--- src/rtl/ram_bist.sv ---
// ram_bist: built-in self-test initiator for a single-port synchronous RAM.
//
// Runs a two-pass march over addresses 0..DEPTH-1:
//   WR0: write P(a)   RD0: read and compare P(a)
//   WR1: write ~P(a)  RD1: read and compare ~P(a)
// where P(a) = a[DATA_W-1:0] ^ SEED.
//
// Ports:
//   clk, rst             clock (rising edge), async active-high reset
//   start                one-cycle pulse; accepted only in IDLE
//   en/address/datain    RAM port (en=1 write, en=0 read)
//   dataout              RAM read data, valid READ_LATENCY clocks after the address
//   busy                 test in progress
//   done, pass           test finished / no mismatches (held until next start)
//   fail, fail_addr      sticky first-mismatch flag and its address
//   err_count            saturating mismatch count
module ram_bist #(
    parameter int                ADDR_W       = 10,
    parameter int                DATA_W       = 8,
    parameter int                DEPTH        = 1024,
    parameter int                READ_LATENCY = 1,
    parameter logic [DATA_W-1:0] SEED         = 8'hA5,
    parameter int                ERR_W        = 8
) (
    input  logic              clk,
    input  logic              rst,
    input  logic              start,
    output logic              en,
    output logic [ADDR_W-1:0] address,
    output logic [DATA_W-1:0] datain,
    input  logic [DATA_W-1:0] dataout,
    output logic              busy,
    output logic              done,
    output logic              pass,
    output logic              fail,
    output logic [ADDR_W-1:0] fail_addr,
    output logic [ERR_W-1:0]  err_count
);

    localparam int                CNT_W     = (READ_LATENCY > 1) ? $clog2(READ_LATENCY) : 1;
    localparam logic [ADDR_W-1:0] LAST_ADDR = ADDR_W'(DEPTH - 1);
    localparam logic [CNT_W-1:0]  LAST_DRN  = CNT_W'(READ_LATENCY - 1);

    typedef enum logic [2:0] {
        S_IDLE, S_WR0, S_RD0, S_WR1, S_RD1, S_DONE
    } state_t;

    state_t                               state_q, state_d;
    logic   [ADDR_W-1:0]                  addr_q, addr_d;
    logic                                 en_q, en_d;
    logic   [DATA_W-1:0]                  datain_q, datain_d;
    logic                                 busy_q, busy_d;
    logic                                 done_q, done_d;
    logic                                 pass_q, pass_d;
    logic                                 fail_q, fail_d;
    logic   [ADDR_W-1:0]                  fail_addr_q, fail_addr_d;
    logic   [ERR_W-1:0]                   err_q, err_d;
    // drain_q: all addresses of the read phase issued, waiting for the
    // last compare to come out of the latency pipe.
    logic                                 drain_q, drain_d;
    logic   [CNT_W-1:0]                   dcnt_q, dcnt_d;
    logic   [READ_LATENCY:1]              vld_pipe_q, vld_pipe_d;
    logic   [READ_LATENCY:1][ADDR_W-1:0]  addr_pipe_q, addr_pipe_d;

    logic              issue;
    logic              mismatch;
    logic [DATA_W-1:0] exp_data;

    function automatic logic [DATA_W-1:0] pat(input logic [ADDR_W-1:0] a, input logic inv);
        logic [DATA_W-1:0] p;
        p = DATA_W'(a) ^ SEED;
        return inv ? ~p : p;
    endfunction

    assign en        = en_q;
    assign address   = addr_q;
    assign datain    = datain_q;
    assign busy      = busy_q;
    assign done      = done_q;
    assign pass      = pass_q;
    assign fail      = fail_q;
    assign fail_addr = fail_addr_q;
    assign err_count = err_q;

    // A compare always completes inside the read state of its own phase,
    // so the current state tells which polarity to expect.
    assign issue    = ((state_q == S_RD0) || (state_q == S_RD1)) && !drain_q;
    assign exp_data = pat(addr_pipe_q[READ_LATENCY], state_q == S_RD1);
    assign mismatch = vld_pipe_q[READ_LATENCY] && (dataout != exp_data);

    always_comb begin
        state_d     = state_q;
        addr_d      = addr_q;
        en_d        = en_q;
        datain_d    = datain_q;
        busy_d      = busy_q;
        done_d      = done_q;
        pass_d      = pass_q;
        fail_d      = fail_q;
        fail_addr_d = fail_addr_q;
        err_d       = err_q;
        drain_d     = drain_q;
        dcnt_d      = dcnt_q;

        vld_pipe_d     = '0;
        addr_pipe_d    = '0;
        vld_pipe_d[1]  = issue;
        addr_pipe_d[1] = addr_q;
        for (int i = 2; i <= READ_LATENCY; i++) begin
            vld_pipe_d[i]  = vld_pipe_q[i-1];
            addr_pipe_d[i] = addr_pipe_q[i-1];
        end

        if (mismatch) begin
            if (err_q != '1) err_d = err_q + 1'b1;
            if (!fail_q) begin
                fail_d      = 1'b1;
                fail_addr_d = addr_pipe_q[READ_LATENCY];
            end
        end

        case (state_q)
            S_IDLE: begin
                if (start) begin
                    state_d     = S_WR0;
                    busy_d      = 1'b1;
                    done_d      = 1'b0;
                    pass_d      = 1'b0;
                    fail_d      = 1'b0;
                    fail_addr_d = '0;
                    err_d       = '0;
                    addr_d      = '0;
                    en_d        = 1'b1;
                    datain_d    = pat('0, 1'b0);
                end
            end
            S_WR0, S_WR1: begin
                if (addr_q == LAST_ADDR) begin
                    state_d  = (state_q == S_WR0) ? S_RD0 : S_RD1;
                    addr_d   = '0;
                    en_d     = 1'b0;
                    datain_d = '0;
                    drain_d  = 1'b0;
                end else begin
                    addr_d   = addr_q + 1'b1;
                    datain_d = pat(addr_q + 1'b1, state_q == S_WR1);
                end
            end
            S_RD0, S_RD1: begin
                if (!drain_q) begin
                    if (addr_q == LAST_ADDR) begin
                        // Hold the last address while the pipe drains.
                        drain_d = 1'b1;
                        dcnt_d  = '0;
                    end else begin
                        addr_d = addr_q + 1'b1;
                    end
                end else if (dcnt_q == LAST_DRN) begin
                    drain_d = 1'b0;
                    addr_d  = '0;
                    if (state_q == S_RD0) begin
                        state_d  = S_WR1;
                        en_d     = 1'b1;
                        datain_d = pat('0, 1'b1);
                    end else begin
                        // err_d includes the final compare of this cycle.
                        state_d = S_DONE;
                        busy_d  = 1'b0;
                        done_d  = 1'b1;
                        pass_d  = (err_d == '0);
                    end
                end else begin
                    dcnt_d = dcnt_q + 1'b1;
                end
            end
            S_DONE: begin
                state_d = S_IDLE;
            end
            default: begin
                state_d = S_IDLE;
            end
        endcase
    end

    always_ff @(posedge clk or posedge rst) begin
        if (rst) begin
            state_q     <= S_IDLE;
            addr_q      <= '0;
            en_q        <= 1'b0;
            datain_q    <= '0;
            busy_q      <= 1'b0;
            done_q      <= 1'b0;
            pass_q      <= 1'b0;
            fail_q      <= 1'b0;
            fail_addr_q <= '0;
            err_q       <= '0;
            drain_q     <= 1'b0;
            dcnt_q      <= '0;
            vld_pipe_q  <= '0;
            addr_pipe_q <= '0;
        end else begin
            state_q     <= state_d;
            addr_q      <= addr_d;
            en_q        <= en_d;
            datain_q    <= datain_d;
            busy_q      <= busy_d;
            done_q      <= done_d;
            pass_q      <= pass_d;
            fail_q      <= fail_d;
            fail_addr_q <= fail_addr_d;
            err_q       <= err_d;
            drain_q     <= drain_d;
            dcnt_q      <= dcnt_d;
            vld_pipe_q  <= vld_pipe_d;
            addr_pipe_q <= addr_pipe_d;
        end
    end

endmodule

--- config.mk ---
export PLATFORM = sky130hd
export DESIGN_NAME = ram_bist
export DESIGN_NICKNAME = d
export VERILOG_FILES = /design/src/rtl/ram_bist.sv
export SDC_FILE = /design/constraint.sdc
export NUM_CORES = 1
export LEC_CHECK = 0
export CELL_PAD_IN_SITES_DETAIL_PLACEMENT = 0
export CELL_PAD_IN_SITES_GLOBAL_PLACEMENT = 1
export CORE_MARGIN = 4
export CORE_UTILIZATION = 40
export DETAILED_ROUTE_END_ITERATION = 6
export GPL_ROUTABILITY_DRIVEN = 0
export PLACE_DENSITY = 0.81
export REMOVE_ABC_BUFFERS = 1
export SETUP_SLACK_MARGIN = 0.5
export SYNTH_ARGS = -nofsm -noshare
export SYNTH_HDL_FRONTEND = slang
export SYNTH_SLANG_ARGS = --single-unit
--- constraint.sdc ---
create_clock -name clk -period 2.95 [get_ports clk]
set_input_delay 0.4425 -clock clk [delete_from_list [all_inputs] [get_ports clk]]
set_output_delay 0.4425 -clock clk [all_outputs]
set_load 0.03 [all_outputs]
Word level (Yosys, flattened, before mapping)
Index checks and enable logic that the tools add are counted.
Word-level totals
  register bits: 57
  latch bits: 0
  RAM bits: 0
  bits in read-only memories: 0
  output and inout port bits: 41
  word-level logic and storage cells: 112
  memories kept: 0
Operators by class
  add/sub/neg operators: 3
  multipliers: 0
  divide/modulo/power cells: 0
  $lt $le $gt $ge: 0
  equality and inequality tests: 15
  shift operators: 0
  mux-type cells: 57
  bitwise gates (word level): 4
  reductions and logical operators: 19
Operators with widths (number)
  $mux 10: 9
  $mux 8: 11
  $pmux 10 s3: 1
  $pmux 8 s3: 1
  $mux 1: 23
  $mux 3: 6
  $not 8->8: 2
  $ne 2x2->1 const B: 6
  $add 10x1->10 const B: 1
  $eq 10x10->1 const B: 1
  $reduce_and 5->1: 2
  $pmux 3 s3: 1
  $add 8x1->8 const B: 1
  $logic_not 8->1: 1
  $ne 8x8->1: 1
  $ne 8x8->1 const B: 1
  $not 4->4: 2
  $pmux 1 s2: 4
  $reduce_and 4->1: 2
  $eq 3x2->1 const B: 2
  $ne 3x3->1 const B: 2
  $reduce_and 6->1: 1
  $reduce_bool 2->1: 3
  $reduce_and 2->1: 2
  10 further kinds: 12

Depth between registers and ports, before layout
  depth after elaboration: 11
  mapped depth: 9
  depth with buffers taken out: 8

Worst setup path before layout
No wires, ideal clock.
  kind: reg-to-reg
  from: reg err_q[0] (netlist: err_count[0])
  to: reg pass_q (netlist: pass)
  library setup time: 0.104 ns
  arrival time: 2.129 ns
  data required time: 2.846 ns
  path slack: 0.717 ns
  cell stages (with the launch flop): 8
  path buffers: 0
  period minus slack after synthesis: 2.233 ns
  path through: dfrtp_1 ha_1 nand2_1 nor2_1 nand4_1 a211o_1 a22o_1 o41ai_2
Between the ends
  word-level cells in the longest chain between the ends: 8
RTL lines
  start: declaration: RTL line 57  | logic [ERR_W-1:0] err_q, err_d;
  start signal: assignment: RTL line 211  | err_q <= err_d;
  $add 8x1->8 or $ne 8x8->1 (tied branches): RTL line 115  | if (err_q != '1) err_d = err_q + 1'b1;
  $mux 8: RTL line 115
  $mux 8 (*): RTL line 114  | if (mismatch) begin
  $logic_not 8->1 (*): RTL line 170  | pass_d = (err_d == '0);
  $mux 1 (*): RTL line 161  | if (state_q == S_RD0) begin
  $mux 1 (*): RTL line 158  | end else if (dcnt_q == LAST_DRN) begin
  $mux 1 (*): RTL line 150  | if (!drain_q) begin
  $pmux 1 s2 (*): RTL line 122  | case (state_q)
  end signal: assignment: RTL line 208  | pass_q <= pass_d;
  end: declaration: RTL line 54  | logic pass_q, pass_d;
Mark *: on every way between the ends. The rest lies on a longest branch, timed or not. The select of a mux whose other input is x is not followed.
A chain may end at the register's enable or synchronous reset.

Final worst setup path
  from: in dataout[1]
  to: reg pass_q (netlist: pass)
Between the ends
  word-level cells in the longest chain between the ends: 8
RTL lines
  start: declaration: RTL line 31  | input logic [DATA_W-1:0] dataout,
  $ne 8x8->1: RTL line 89  | assign mismatch = vld_pipe_q[READ_LATENCY] && (dataout != exp_data);
  $logic_and 1x1->1: RTL line 89
  $mux 8: RTL line 114
  $logic_not 8->1: RTL line 170
  $mux 1: RTL line 161
  $mux 1: RTL line 158
  $mux 1: RTL line 150
  $pmux 1 s2: RTL line 122
Every way passes these cells. The select of a mux whose other input is x is not followed.

==> results.txt <==
The number of buffers added on ports is 51. The critical setup path kind is in -> reg. Counting flops with an async set or reset pin after synthesis yields a share of 100%. The number of buffers added by the clock tree synthesis step is 5.

In the layout the commonest cells are sky130_fd_sc_hd__dfrtp_1, sky130_fd_sc_hd__clkdlybuf4s50_1, sky130_fd_sc_hd__nor2_1. The overall track demand over capacity in global routing came out at 16.3%. The clock insertion delay at the later pin of the skew report came out at 320 ps.

The number of different library cells used by synthesis comes to 46. The total count of hold-check failures in the final report is 0. The initial antenna violation count came out at 0. The largest net degree at the start of global routing is 28. The number of DRC violations after detailed-routing iteration 0 came out at 111. For this run, design rule violations remaining after detail routing come to 0. The flow ran to the end, and the final reports show no timing, DRC or antenna violations. The number of buffers on the longest clock path is 2. Compared with the post-synthesis result, the final layout area differs by 26.6%. The deepest level of the CTS H-tree is 2. The count of nets left with antenna violations after detail routing came out at 0. The yosys synthesis warning count is 0. The clock period could shrink to 2320 ps. The number of pins exceeding their max-slew limit in the final report came to 0. The number of vias after detailed routing is 2315. The synthesized area came out at 2850 sq um. The element type at the critical path start is a primary input.

The estimated wirelength of the detail-placed design came out at 4620 um. The number of violations of the max-capacitance limit is 0. The count of boundary I/O pins came out at 52.

The wire length of the first global-routing pass is 11300 um. Once the floorplan was initialized, standard cells occupied 41.5% of the core. The post-CTS setup buffer count is 0. The final-report setup violation count came out at 0. Setup repair after global routing left no endpoint under its margin. In the post-synthesis netlist, the biggest area contributors are sky130_fd_sc_hd__dfrtp_1, sky130_fd_sc_hd__mux2i_1, sky130_fd_sc_hd__nor2_1. The most used flip-flop cell after synthesis is sky130_fd_sc_hd__dfrtp_1. The count of antenna diodes in the layout is 0. The number of enable-type register cells in the synthesized netlist came out at 0. Between clock sinks in the finished design, the worst skew comes to 6.58 ps.

The standard cell core area came out at 6870 sq um. The worst path required time is 3180 ps. The post-route setup TNS is 0 ps. The area share of the largest cell type after synthesis came out at 49.1%. The detailed-route vias per instance came out at 5.17. The count of hold buffers inserted by post-cts repair came out at 0.

The completed layout was analyzed and its total power is 0.00178 W. The number of detailed-route iterations in the first pass is 4. The via count of the first global-routing pass was 2310. The layout has 634 filler cells.

The number of standard cells in the final layout excluding fillers came out at 448. The sequential area share after synthesis is 49.1%. The global route total overflow is 0. The arrival time at the worst endpoint is 2550 ps.

The cell count after synthesis is 295. The actual slew at the worst max-slew pin came out at 529 ps. Based on the critical path, the design can be clocked at up to 0.431 GHz. The area of the die came out at 8550 sq um. The layout net count came out at 364. The power per cell area came out at 494 nW/um^2. The nature of the critical path endpoint is a flop. In the finished design, the share of the clock period the worst path needs comes to 78.6%. Clock-pin slew was measured on the worst setup and hold paths at 100 ps. Measured along the x axis, the die boundary spans 92.5 um. The flop and latch count out of synthesis came out at 56.

Summed over all instances, the cell type with the most area after synthesis is sky130_fd_sc_hd__dfrtp_1. The average footprint of a synthesized cell is 9.67 sq um. The number of clock sinks is 56. In this run the static leakage power is 1.53 nW. The post-cts resize count is 0. The post-detailed-route wirelength per cell came out at 14.5 um. The worst slew slack as a fraction of its limit came out at 64.7%. After detailed routing, the total wire length is 6510 um. The clock tree root buffer cell is sky130_fd_sc_hd__clkbuf_8. Including well taps, the total number of placed cells is 436.

The peak supply drop came out at 0.000161 V. The worst min-delay path category is in -> async. TritonCTS built the clock tree. Row generation in the floorplan step produced 30 rows. Along the worst path, the maximum fanout reaches 5. The commonest non-fill, non-tap cell in the layout is sky130_fd_sc_hd__dfrtp_1. The fraction of final layout cells sized beyond drive strength 1 is 10.2%. The die span in y came out at 92.5 um.
[synthesized netlist by cell type, types with 3 or more instances]
cell type                  instances
sky130_fd_sc_hd__nand3_1           6
sky130_fd_sc_hd__nor3_1            4
sky130_fd_sc_hd__o21ai_0          22
sky130_fd_sc_hd__and3_1            5
sky130_fd_sc_hd__inv_1             5
sky130_fd_sc_hd__dfrtp_1          56
sky130_fd_sc_hd__mux2i_1          14
sky130_fd_sc_hd__nor2_1           35
sky130_fd_sc_hd__o22ai_1           6
sky130_fd_sc_hd__nand2_1          28
sky130_fd_sc_hd__mux2_2            4
sky130_fd_sc_hd__xor2_1           12
sky130_fd_sc_hd__xnor2_1          10
sky130_fd_sc_hd__nand2b_1          4
sky130_fd_sc_hd__buf_2             4
sky130_fd_sc_hd__clkbuf_1         10
sky130_fd_sc_hd__nor2b_1           6
sky130_fd_sc_hd__o31ai_1           6
sky130_fd_sc_hd__a31oi_1           3
sky130_fd_sc_hd__nand4_1           5
sky130_fd_sc_hd__a21oi_1          16
sky130_fd_sc_hd__or2_2             4
[area by class of cell]
cell class	instances	area (sq um)	area share, %
Clock buffer	5	68.8	1.91
Tap cell	96	120	3.33
Inverter	5	18.8	0.520
Sequential cell	56	1400	38.8
Multi-Input combinational cell	219	1370	38.0
Timing Repair Buffer	64	608	16.8
Clock inverter	3	22.5	0.624
[final timing paths]
| check | startpoint | slack (ps) | cells after the start | to |
|---|---|---|---|---|
| max | dataout[1] | 630 | 8 | pass |
| min | rst | 470 | 2 | err_count[6] |
| max reg2reg | err_count[0] | 700 | 7 | pass |
| min reg2reg | address[8] | 470 | 0 | addr_pipe_q[8] |
| max in group asynchronous | rst | 1860 | 3 | fail_addr[5] |
| min in group clk | address[8] | 470 | 0 | addr_pipe_q[8] |
[layer usage]
layer	GRT usage [%]	wire length (um)	vias up
met1	22.4	3110	1097
met4	6.06	100	0
met2	25.4	2990	60
li1	-	-	1150
met5	0	0	-
met3	3.41	307	8
[power breakdown]
part | leakage [nW] | switching [W] | total [W] | internal (W)
combinational | 0.782 | 0.000244 | 0.000458 | 0.000214
clock | 0.0485 | 0.000265 | 0.000436 | 0.000171
sequential | 0.704 | 0.0000754 | 0.000891 | 0.000815
total | 1.53 | 0.000584 | 0.00178 | 0.00120
[stage by stage]
step           hold slack, ps  setup slack (ps)  utilization [%]  instance area [sq um]
4_1_cts                   461               615             52.1                   3580
3_5_place_dp              440               267             50.8                   3490
6_report                  472               632             52.6                   3610
5_1_grt                   476               512             52.6                   3610
2_1_floorplan             466               526                -                   2790
3_3_place_gp              433               306             50.8                   3490
[registers in the layout, indices dropped and copies added (netlist names)]
name,count
state_q,3
fail,1
busy,1
datain,8
drain_q,1
addr_pipe_q,10
vld_pipe_q,1
en,1
address,10
err_count,8
pass,1
fail_addr,10
done,1
[kinds of logic after synthesis]
kind of cell / synth area share (%)
AO/OA/AOI/OAI: 15.1
flip-flops: 49.1
AND/OR/NAND/NOR: 18.9
buffers and inverters: 2.81
adder cells (fa/ha/maj): 0.877
XOR/XNOR: 6.75
multiplexers: 6.49
[worst max-delay path, stage by stage]
cell and delay [ps]:
sky130_fd_sc_hd__clkdlybuf4s50_1 480, sky130_fd_sc_hd__xor2_1 180, sky130_fd_sc_hd__nor4_1 70, sky130_fd_sc_hd__a211o_2 390, sky130_fd_sc_hd__a211oi_1 300, sky130_fd_sc_hd__mux2i_1 240
sky130_fd_sc_hd__o21ai_0 130, sky130_fd_sc_hd__o41ai_2 310
Note: power is estimated with default switching activity, not from simulation.
==> variant (same flow settings) <==
Encoding of `state_t`: now Gray code (3 bits for 6 states).
--- a/src/rtl/ram_bist.sv
+++ b/src/rtl/ram_bist.sv
@@ -42,7 +42,7 @@
     localparam logic [CNT_W-1:0]  LAST_DRN  = CNT_W'(READ_LATENCY - 1);
 
     typedef enum logic [2:0] {
-        S_IDLE, S_WR0, S_RD0, S_WR1, S_RD1, S_DONE
+        S_IDLE = 3'b000, S_WR0 = 3'b001, S_RD0 = 3'b011, S_WR1 = 3'b010, S_RD1 = 3'b110, S_DONE = 3'b111
     } state_t;
 
     state_t                               state_q, state_d;
Formal check against the unedited RTL: same outputs for any inputs over 10 cycles, from zero or initial values and one cycle with rst high; not proved beyond that.
==> variant against the unedited design <==
Via count grew 4.1%. Cell area increased by 2.1%. Total power is 12% higher. Final cell count up 2.7%. Setup slack worse by 0.012 ns. Die area rose by 1.3%. Sequential cell count unchanged. Routed wire length up 5.4%. Fmax fell by 0.52%. Synthesized area up 1.4%. Clock skew hardly changed. Critical path type unchanged. Largest power group unchanged. Highest routed layer unchanged.
==> variant: results (changes against the unedited design) <==
Outcome
  – Status: finished clean (unchanged)

Worst setup path
  – Reg2Reg Setup Slack: 0.67 ns (was 0.70 ns)
  – Capture point of the worst reg-to-reg path: address[6]$_DFFE_PP0P_ (was pass$_DFFE_PP0P_)
  – R2r startpoint: address[1]$_DFFE_PP0P_ (was err_count[0]$_DFF_PP0_)
  – CP Max Fanout: 7 (was 5)
  – Worst Setup SP: dataout[3] (was dataout[1])
  – CP max stage delay: 0.48 ns (about the same)
  – Slowest cell on the critical path: clkdlybuf4s50_1 (unchanged)
  – FF-to-FF path depth: 8 (was 7)
  – Worst EP arrival: 2.59 ns (was 2.55 ns)
  – Critical path's top delay family: compound AO/OA/AOI/OAI gates (unchanged)

Global routing
  – Met1 Usage GRT: 0.241 (was 0.224)
  – Met3 Track Usage GR: 0.0354 (was 0.0341)
  – Met2 usage: 0.248 (was 0.254)
  – Pin count of the biggest net entering global routing: 57 (was 28)
  – First-pass GRT wire length: 11,600 um (was 11,300 um)
  – Vias in the first global route: 2,277 (was 2,310)
  – Gr usage total: 0.166 (was 0.163)

Yosys
  – Yosys warnings: 0 (unchanged)
  – Synth cell types: 51 (was 46)
  – Synth area leaders: dfrtp_1 (48%), nor2_1 (6.6%), mux2i_1 (5.5%) (was dfrtp_1 (49%), mux2i_1 (4.9%), nor2_1 (4.6%))
  – Post-Synth XOR/XNOR Area: 0.0636 (was 0.0675)
  – Post-Synth Adder-Cell Area: 0.00865 (was 0.00877)
  – Commonest cells post-synth: dfrtp_1 (56), nor2_1 (51), nand2_1 (25) (was dfrtp_1 (56), nor2_1 (35), nand2_1 (28))
  – Proportion of synthesized area in mux cells: 0.0553 (was 0.0649)
  – Post-synthesis compound-gate area fraction: 0.141 (was 0.151)

Drt
  – M1 WL: 3380 um (was 3110 um)
  – Vias/cell: 5.24 (was 5.17)
  – Drt wl/cell: 14.9 um (was 14.5 um)
  – Wire length on met2: 3120 um (was 2990 um)
  – Metal3 WL: 304 um (was 307 um)
  – Initial drt markers: 94 (was 111)

Finish
  – Layout non-clock buf frac: 0.165 (was 0.168)
  – Clock buffer cells: 5 (unchanged)
  – Register area: 0.00140 sq mm (about the same)
  – Fin nets: 376 (was 364)
  – Multi-input gates: 231 (was 219)
  – Fraction of area in multi-input gates: 0.386 (was 0.380)
  – Filler cell count: 673 (was 634)
  – ClkCell Share: 0.0312 (was 0.0253)
  – Share of post-route cells with drive strength above 1: 0.0934 (was 0.102)

Power and ir drop
  – Leak: 1.59 nW (was 1.53 nW)
  – Clk. pwr: 0.000525 W (was 0.000436 W)
  – Comb pwr share: 0.253 (was 0.257)
  – Pwr Density: 540 mW/mm^2 (was 494 mW/mm^2)
  – Sw frac: 0.328 (was 0.327)
  – Max VDD drop: 0.373 mV (was 0.161 mV)

STA
  – Setup Skew: 0.00666 ns (was 0.00658 ns)
  – Worst Max-Slew Pin Slew: 0.714 ns (was 0.529 ns)

Clocking
  – Root Driver: clkbuf_8 (unchanged)

Min path
  – Hold path depth: 0
  – Worst min path class: reg2reg (was in2async)

Placed design
  – I/O Buffers: 51 (unchanged)
  – Post-DP HPWL: 4880 um (was 4620 um)
-- variant: cells by family after synthesis --
kind of cell / count (synthesis)
fa+ha+maj: 2
buf+inv: 21
xor+xnor: 21
mux: 16
simple gates: 130
compound gates: 62
flops: 56
-- variant: stage by stage --
step | worst slack [ns] | hold WS (ns) | area (sq um) | std cells | util
2_1_floorplan | 0.347 | 0.466 | 2820 | 292 | -
3_3_place_gp | 0.0906 | 0.468 | 3540 | 452 | 0.513
3_5_place_dp | 0.0625 | 0.477 | 3540 | 452 | 0.513
4_1_cts | 0.500 | 0.506 | 3660 | 460 | 0.530
5_1_grt | 0.499 | 0.497 | 3690 | 460 | 0.534
6_report | 0.620 | 0.485 | 3690 | 460 | 0.534
-- variant: timing repair --
action,4_1_cts,5_1_grt
buffers inserted,0,0
pin swaps,0,6
gates resized for setup,1,6
hold buffers,0,0
gates cloned,0,0
endpoints found under the setup margin,10,15
